[src/rtl/nec_pkg.sv]
`default_nettype none
// ============================================================================
//  Module      : nec_pkg
//  Description : Shared types and timing windows for the NEC IR decoder.
//                All window limits are in microseconds, inclusive.
//  Revision    : 1.0 - initial release
// ============================================================================
package nec_pkg;

    localparam int DUR_W = 14;

    typedef logic [DUR_W-1:0] dur_t;

    typedef enum logic [2:0] {
        IDLE      = 3'd0,
        LEAD_LOW  = 3'd1,
        LEAD_HIGH = 3'd2,
        BIT_LOW   = 3'd3,
        BIT_HIGH  = 3'd4,
        STOP_LOW  = 3'd5,
        RPT_LOW   = 3'd6
    } nec_state_t;

    localparam dur_t c_lead_lo_min      = 14'd8000;
    localparam dur_t c_lead_lo_max      = 14'd10000;
    localparam dur_t c_lead_hi_data_min = 14'd4000;
    localparam dur_t c_lead_hi_data_max = 14'd5000;
    localparam dur_t c_lead_hi_rpt_min  = 14'd2000;
    localparam dur_t c_lead_hi_rpt_max  = 14'd2500;
    localparam dur_t c_bit_min          = 14'd400;
    localparam dur_t c_bit_max          = 14'd700;
    localparam dur_t c_one_hi_min       = 14'd1400;
    localparam dur_t c_one_hi_max       = 14'd1900;

    // Inclusive range test used by every window decision
    function automatic logic in_window(input dur_t dur, input dur_t lo, input dur_t hi);
        return (dur >= lo) && (dur <= hi);
    endfunction

endpackage
`default_nettype wire

[src/rtl/nec_us_timer.sv]
`default_nettype none
// ============================================================================
//  Module      : nec_us_timer
//  Description : Microsecond duration counter. A prescaler divides sys_clk
//                by US_DIV; the microsecond count saturates at all-ones.
//                Both restart from zero whenever clear is high.
//  Revision    : 1.0 - initial release
// ============================================================================
module nec_us_timer
    import nec_pkg::*;
#(
    parameter int US_DIV = 27
) (
    input  logic             sys_clk,
    input  logic             sys_rst_n,
    input  logic             clear,
    output logic [DUR_W-1:0] dur
);

    localparam int                 c_pre_w    = (US_DIV > 1) ? $clog2(US_DIV) : 1;
    localparam logic [c_pre_w-1:0] c_pre_last = c_pre_w'(US_DIV - 1);

    logic [c_pre_w-1:0] r_presc;
    dur_t               r_us;

    // Prescaler and saturating microsecond counter, restarted on clear
    always_ff @(posedge sys_clk or negedge sys_rst_n) begin
        if (!sys_rst_n) begin
            r_presc <= '0;
            r_us    <= '0;
        end else if (clear) begin
            r_presc <= '0;
            r_us    <= '0;
        end else if (r_presc == c_pre_last) begin
            r_presc <= '0;
            if (r_us != '1) begin
                r_us <= r_us + 1'b1;
            end
        end else begin
            r_presc <= r_presc + 1'b1;
        end
    end

    assign dur = r_us;

endmodule
`default_nettype wire

[src/rtl/nec_ir_decoder.sv]
`default_nettype none
// ============================================================================
//  Module      : nec_ir_decoder
//  Description : NEC infrared frame decoder. Measures pulse widths of the
//                synchronized IR level, walks leader / 32 data bits / stop,
//                and presents address, command and repeat codes on a
//                valid/ready interface.
//                Build option: define NEC_EXT_ADDR_EN for extended NEC
//                (16-bit address, no address inverse check).
//  Revision    : 1.0 - initial release
// ============================================================================
module nec_ir_decoder
    import nec_pkg::*;
#(
    parameter int CLK_FREQ_HZ = 27_000_000,
    parameter int TIMEOUT_US  = 12000
) (
    input  logic        sys_clk,
    input  logic        sys_rst_n,
    input  logic        ir_level,
    output logic        out_valid,
    input  logic        out_ready,
    output logic [15:0] out_addr,
    output logic [7:0]  out_cmd,
    output logic        out_repeat,
    output logic        err_pulse,
    output logic        overrun_pulse
);

    localparam int   US_DIV    = CLK_FREQ_HZ / 1_000_000;
    localparam dur_t c_timeout = DUR_W'(TIMEOUT_US);

    logic        r_ir_prev;
    logic        w_fall;
    logic        w_rise;
    logic        w_edge;
    dur_t        w_dur;

    nec_state_t  r_state;
    nec_state_t  w_state_next;

    logic [31:0] r_shift;
    logic [4:0]  r_bit_cnt;
    logic        r_have_frame;
    logic [15:0] r_last_addr;
    logic [7:0]  r_last_cmd;

    logic        w_shift_en;
    logic        w_shift_bit;
    logic        w_bit_clr;
    logic        w_publish;
    logic        w_pub_rpt;
    logic        w_err;

    logic [7:0]  w_byte0;
    logic [7:0]  w_byte1;
    logic [7:0]  w_byte2;
    logic [7:0]  w_byte3;
    logic        w_frame_ok;
    logic [15:0] w_frame_addr;
    logic [15:0] w_pub_addr;
    logic [7:0]  w_pub_cmd;

    assign w_fall = r_ir_prev & ~ir_level;
    assign w_rise = ~r_ir_prev & ir_level;
    assign w_edge = w_fall | w_rise;

    // Previous IR level for edge detection; idle line is high
    always_ff @(posedge sys_clk or negedge sys_rst_n) begin
        if (!sys_rst_n) begin
            r_ir_prev <= 1'b1;
        end else begin
            r_ir_prev <= ir_level;
        end
    end

    // Every edge restarts the measurement; w_dur is the width just ended
    nec_us_timer #(
        .US_DIV (US_DIV)
    ) u_us_timer (
        .sys_clk   (sys_clk),
        .sys_rst_n (sys_rst_n),
        .clear     (w_edge),
        .dur       (w_dur)
    );

    // Byte 0 is transmitted first and ends up in the low byte after 32 shifts
    assign w_byte0 = r_shift[7:0];
    assign w_byte1 = r_shift[15:8];
    assign w_byte2 = r_shift[23:16];
    assign w_byte3 = r_shift[31:24];

`ifdef NEC_EXT_ADDR_EN
    assign w_frame_ok   = ((w_byte2 ^ w_byte3) == 8'hFF);
    assign w_frame_addr = {w_byte1, w_byte0};
`else
    assign w_frame_ok   = ((w_byte2 ^ w_byte3) == 8'hFF) &&
                          ((w_byte0 ^ w_byte1) == 8'hFF);
    assign w_frame_addr = {8'h00, w_byte0};
`endif

    assign w_pub_addr = w_pub_rpt ? r_last_addr : w_frame_addr;
    assign w_pub_cmd  = w_pub_rpt ? r_last_cmd  : w_byte2;

    // State register
    always_ff @(posedge sys_clk or negedge sys_rst_n) begin
        if (!sys_rst_n) begin
            r_state <= IDLE;
        end else begin
            r_state <= w_state_next;
        end
    end

    // Next-state decode and per-cycle strobes for the datapath
    always_comb begin
        w_state_next = r_state;
        w_shift_en   = 1'b0;
        w_shift_bit  = 1'b0;
        w_bit_clr    = 1'b0;
        w_publish    = 1'b0;
        w_pub_rpt    = 1'b0;
        w_err        = 1'b0;

        // An edge always restarts timing, so timeout only applies between edges
        if ((r_state != IDLE) && !w_edge && (w_dur >= c_timeout)) begin
            w_err        = 1'b1;
            w_state_next = IDLE;
        end else begin
            case (r_state)
                IDLE: begin
                    if (w_fall) begin
                        w_state_next = LEAD_LOW;
                    end
                end
                LEAD_LOW: begin
                    if (w_rise) begin
                        if (in_window(w_dur, c_lead_lo_min, c_lead_lo_max)) begin
                            w_state_next = LEAD_HIGH;
                        end else begin
                            w_err        = 1'b1;
                            w_state_next = IDLE;
                        end
                    end
                end
                LEAD_HIGH: begin
                    if (w_fall) begin
                        if (in_window(w_dur, c_lead_hi_data_min, c_lead_hi_data_max)) begin
                            w_bit_clr    = 1'b1;
                            w_state_next = BIT_LOW;
                        end else if (in_window(w_dur, c_lead_hi_rpt_min, c_lead_hi_rpt_max)) begin
                            w_state_next = RPT_LOW;
                        end else begin
                            // The offending fall may itself start a new leader
                            w_err        = 1'b1;
                            w_state_next = LEAD_LOW;
                        end
                    end
                end
                BIT_LOW: begin
                    if (w_rise) begin
                        if (in_window(w_dur, c_bit_min, c_bit_max)) begin
                            w_state_next = BIT_HIGH;
                        end else begin
                            w_err        = 1'b1;
                            w_state_next = IDLE;
                        end
                    end
                end
                BIT_HIGH: begin
                    if (w_fall) begin
                        if (in_window(w_dur, c_bit_min, c_bit_max)) begin
                            w_shift_en  = 1'b1;
                            w_shift_bit = 1'b0;
                        end else if (in_window(w_dur, c_one_hi_min, c_one_hi_max)) begin
                            w_shift_en  = 1'b1;
                            w_shift_bit = 1'b1;
                        end else begin
                            w_err        = 1'b1;
                            w_state_next = LEAD_LOW;
                        end
                        if (w_shift_en) begin
                            w_state_next = (r_bit_cnt == 5'd31) ? STOP_LOW : BIT_LOW;
                        end
                    end
                end
                STOP_LOW: begin
                    if (w_rise) begin
                        if (in_window(w_dur, c_bit_min, c_bit_max) && w_frame_ok) begin
                            w_publish = 1'b1;
                        end else begin
                            w_err = 1'b1;
                        end
                        w_state_next = IDLE;
                    end
                end
                RPT_LOW: begin
                    if (w_rise) begin
                        if (in_window(w_dur, c_bit_min, c_bit_max) && r_have_frame) begin
                            w_publish = 1'b1;
                            w_pub_rpt = 1'b1;
                        end else begin
                            w_err = 1'b1;
                        end
                        w_state_next = IDLE;
                    end
                end
                default: begin
                    w_state_next = IDLE;
                end
            endcase
        end
    end

    // LSB-first shift register and bit counter
    always_ff @(posedge sys_clk or negedge sys_rst_n) begin
        if (!sys_rst_n) begin
            r_shift   <= '0;
            r_bit_cnt <= '0;
        end else begin
            if (w_shift_en) begin
                r_shift <= {w_shift_bit, r_shift[31:1]};
            end
            if (w_bit_clr) begin
                r_bit_cnt <= '0;
            end else if (w_shift_en) begin
                r_bit_cnt <= r_bit_cnt + 1'b1;
            end
        end
    end

    // Remember the last good frame so repeat codes can replay it
    always_ff @(posedge sys_clk or negedge sys_rst_n) begin
        if (!sys_rst_n) begin
            r_have_frame <= 1'b0;
            r_last_addr  <= '0;
            r_last_cmd   <= '0;
        end else if (w_publish && !w_pub_rpt) begin
            r_have_frame <= 1'b1;
            r_last_addr  <= w_frame_addr;
            r_last_cmd   <= w_byte2;
        end
    end

    // Output holding register with valid/ready handshake; a publish always wins
    always_ff @(posedge sys_clk or negedge sys_rst_n) begin
        if (!sys_rst_n) begin
            out_valid     <= 1'b0;
            out_addr      <= '0;
            out_cmd       <= '0;
            out_repeat    <= 1'b0;
            overrun_pulse <= 1'b0;
        end else if (w_publish) begin
            out_valid     <= 1'b1;
            out_addr      <= w_pub_addr;
            out_cmd       <= w_pub_cmd;
            out_repeat    <= w_pub_rpt;
            overrun_pulse <= out_valid && !out_ready;
        end else begin
            overrun_pulse <= 1'b0;
            if (out_valid && out_ready) begin
                out_valid <= 1'b0;
            end
        end
    end

    // Single-cycle protocol error / timeout indication
    always_ff @(posedge sys_clk or negedge sys_rst_n) begin
        if (!sys_rst_n) begin
            err_pulse <= 1'b0;
        end else begin
            err_pulse <= w_err;
        end
    end

endmodule
`default_nettype wire

[config.mk]
export PLATFORM = sky130hd
export DESIGN_NAME = nec_ir_decoder
export DESIGN_NICKNAME = d
export VERILOG_FILES = /design/src/rtl/nec_pkg.sv /design/src/rtl/nec_us_timer.sv /design/src/rtl/nec_ir_decoder.sv
export SDC_FILE = /design/constraint.sdc
export NUM_CORES = 1
export LEC_CHECK = 0
export BUFFER_PORTS_ARGS = -buffer_cell sky130_fd_sc_hd__buf_2
export CAP_MARGIN = 25
export CORE_MARGIN = 1
export CORE_UTILIZATION = 42
export DETAILED_ROUTE_END_ITERATION = 7
export GPL_TIMING_DRIVEN = 0
export SLEW_MARGIN = 20
export SYNTH_ARGS = -nofsm -noshare
export SYNTH_HDL_FRONTEND = slang
export SYNTH_SLANG_ARGS = --single-unit
[constraint.sdc]
create_clock -name sys_clk -period 3.5 [get_ports sys_clk]
set_clock_uncertainty 0.15 [all_clocks]
set_input_delay 0.875 -clock sys_clk [delete_from_list [all_inputs] [get_ports sys_clk]]
set_output_delay 0.875 -clock sys_clk [all_outputs]
set_load 0.01 [all_outputs]
==> flow_metrics.env <==
export IMPL_synth_top_area_frac=0.484
export IMPL_clockPowerShare=0.427
export IMPL_vias=3462
export IMPL_critPathMostFrequentCell="buf_2"
export IMPL_cp_slowest_stage_delay_ps=420
export IMPL_worst_setup_path_start_kind="input pin"
export IMPL_fin_crit_sh=0.831
export IMPL_reg2reg_to="r_shift[13]$_DFFE_PN0P_"
export IMPL_regArea_sq_um=2430
export IMPL_synth_cell_types=68
export IMPL_synth_edff_count=0
export IMPL_netlist_area_sq_um=4960
export IMPL_setup_total_negative_slack_ps=0
export IMPL_cts_hold_fix_buffers=0
export IMPL_fin_crit_ps=2910
export IMPL_routedWlPerCell_um=15.6
export IMPL_crit_path_max_fanout=10
export IMPL_fin_util=0.490
export IMPL_multi_input_area_sq_um=2240
export IMPL_drc=0
export IMPL_routed_via_density=5.39
export IMPL_reg2reg_depth=7
export IMPL_initial_core_util=0.433
export IMPL_grt_pass1_wl_mm=17.6
export IMPL_cp_data_required_time_ps=3580
export IMPL_core_sq_um=11500
export IMPL_post_synth_cell_area_avg_sq_um=11.0
export IMPL_ys_flop_type="dfrtp_1"
export IMPL_relSlewSlack=0.513
export IMPL_startpoint="ir_level"
export IMPL_ys_warn_count=0
export IMPL_track_usage=0.179
export IMPL_cap_violations=0
export IMPL_clkLatencyLatePin_ps=350
export IMPL_htree_num_levels=3
export IMPL_rows=39
export IMPL_clock_sinks=97
export IMPL_placedInstanceArea_sq_um=5320
export IMPL_drive_above_1_share=0.222
export IMPL_ant_nets=0
export IMPL_cts_root_buf="clkbuf_16"
export IMPL_synth_common_cells="dfrtp_1 (96), nor2_1 (25), nand2_1 (24)"
export IMPL_postCtsSetupBuffers=0
export IMPL_fin_area_sq_um=5620
export IMPL_synthTopCellsByArea="dfrtp_1 (48%), mux2_2 (5.0%), xnor2_1 (3.5%)"
export IMPL_critPathKind="input pin to flop"
export IMPL_place_congestion=0.859
export IMPL_p_int_mw=1.77
export IMPL_p_per_area_nw_per_um2=415
export IMPL_finalHoldViolations=0
export IMPL_rrSetupSlack_ps=620
export IMPL_antenna_found_initial=0
export IMPL_cpMaxStageDelayCell="ha_1"
export IMPL_cts_made_buffers=9
export IMPL_p_sw_frac=0.240
export IMPL_pwr_share_seq=0.497
export IMPL_layout_setup_ws_ps=591
export IMPL_tightest_slew_ps=727
export IMPL_synth_area_leader_cell="dfrtp_1"
export IMPL_synth_most_common_cell="dfrtp_1"
export IMPL_cp_arrival_ps=2990
export IMPL_clk_pin_slew_worst_paths_ps=70
export IMPL_grt_overflow=0
export IMPL_hp_class="input pin to asynchronous set/reset pin"
export IMPL_dr_first_iter_drc_count=239
export IMPL_wl_mm=10.0
export IMPL_combPwrFrac=0.076
export IMPL_dieHeight_um=111
export IMPL_outcome="finished clean"
export IMPL_dr_pass1_iters=4
export IMPL_reg2reg_from="u_us_timer.dur[0]$_DFFE_PN0P_"
export IMPL_grt_max_degree=54
export IMPL_chipWidth_um=111
export IMPL_cp_cell_sequence="buf_2 > inv_1 > ha_1 > nand2_1 > nor3_1 > buf_2 > nor2_2 > o21ai_4 > buf_4 > mux2_2"
export IMPL_post_cts_resized=0
export IMPL_cp_num_buf_inv=4
export IMPL_antenna_cells=0
export IMPL_pin_count=32
export IMPL_final_max_slew_violation_count=0
export IMPL_ys_seq_area_frac=0.490
export IMPL_end_kind="flop"
export IMPL_first_global_vias=3479
export IMPL_postSynthCellCount=451
export IMPL_rsz0062_at_grt="false"
export IMPL_final_nets=506
export IMPL_cts_tree="yes"
export IMPL_syn_to_final_growth_pct=13.2
export IMPL_die_area_sq_um=12300
export IMPL_async_reset_ff_frac=1.00
export IMPL_portBuffers=23
export IMPL_fmax_mhz=344
export IMPL_timing_final_setup_violations=0
export IMPL_ys_ff_latch=97
export IMPL_n_fill_cell=1033
export IMPL_leakage_nw=2.78
export IMPL_switching_power_mw=0.559
export IMPL_ctsLongestPathBuffers=2
export IMPL_hpwl_mm=7.15
export IMPL_place_ws_ps=-170
export IMPL_path_delay_family="buffers and inverters"
export IMPL_ir_drop_uv=326
## power by group through the flow
| stage | clock network [mW] | registers (mW) | logic [mW] |
|---|---|---|---|
| floorplan | 0 | 1.18 | 0.117 |
| global placement | 0 | 1.18 | 0.170 |
| detailed placement | 0 | 1.18 | 0.180 |
| CTS | 1.02 | 1.16 | 0.181 |
| global route | 1.07 | 1.16 | 0.205 |
| finish | 0.995 | 1.16 | 0.178 |
## flip-flops by register name, indices dropped and copies added, names as in the netlist, 3 cells and up
| register | count |
|---|---|
| r_bit_cnt | 5 |
| out_cmd | 8 |
| u_us_timer.r_presc | 5 |
| r_last_cmd | 8 |
| out_addr | 8 |
| r_state | 3 |
| u_us_timer.dur | 14 |
| r_shift | 32 |
| r_last_addr | 8 |
## cells by family (layout without fill, tap and decap cells)
group | Yosys count | in the layout | share of synthesized area
xor+xnor | 31 | 31 | 0.0547
flops | 97 | 97 | 0.490
buf+inv | 56 | 97 | 0.0646
other cells | 1 | 8 | 0.000756
simple gates | 141 | 141 | 0.161
fa+ha+maj | 9 | 9 | 0.0222
mux | 23 | 23 | 0.0520
compound gates | 93 | 93 | 0.155
## cell type report
cell class,count,area share
Multi-Input combinational cell,305,0.399
Inverter,21,0.0140
Buffer,35,0.0430
Sequential cell,97,0.432
Clock inverter,5,0.0114
Tap cell,143,0.0319
Timing Repair Buffer,25,0.0274
Clock buffer,11,0.0414
## metal layers
layer  global-route usage  part of all wire
met5                    0                 0
met2                0.273              0.46
met1                0.251              0.49
met3               0.0273             0.033
met4               0.0818             0.020
## stage by stage
step | power [mW] | std cells | hold WS (ps)
5_1_grt | 2.44 | 642 | 324
6_report | 2.33 | 642 | 290
2_1_floorplan | 1.29 | 458 | 284
3_3_place_gp | 1.35 | 624 | 304
4_1_cts | 2.36 | 641 | 304
3_5_place_dp | 1.36 | 625 | 310
## cells in the final DEF (no fill, tap or decap), types with 5 or more instances in the layout
| cell type | instances |
|---|---|
| a21o_1 | 18 |
| a221o_1 | 17 |
| and2_1 | 11 |
| and3_1 | 7 |
| buf_2 | 33 |
| buf_4 | 16 |
| buf_6 | 6 |
| clkbuf_1 | 6 |
| clkbuf_16 | 9 |
| conb_1 | 8 |
| dfrtp_1 | 96 |
| ha_1 | 8 |
| inv_1 | 20 |
| mux2_2 | 22 |
| nand2_1 | 24 |
| nand2b_1 | 8 |
| nand3_1 | 10 |
| nand4_1 | 7 |
| nor2_1 | 25 |
| nor3_1 | 12 |
| nor4_1 | 5 |
| o21ai_0 | 18 |
| or3_1 | 6 |
| xnor2_1 | 20 |
| xor2_1 | 11 |
## how the worst max path moves through the flow
| stage | to | slack (ps) | cells after the start |
|---|---|---|---|
| floorplan | r_shift[10]$_DFFE_PN0P_ | 540 | 8 |
| global placement | r_shift[13]$_DFFE_PN0P_ | -110 | 9 |
| detailed placement | r_shift[11]$_DFFE_PN0P_ | -170 | 9 |
| CTS | r_shift[11]$_DFFE_PN0P_ | 210 | 9 |
| global route | r_shift[13]$_DFFE_PN0P_ | 400 | 10 |
| finish | r_shift[13]$_DFFE_PN0P_ | 590 | 10 |
Note: power is estimated with default switching activity, not from simulation.
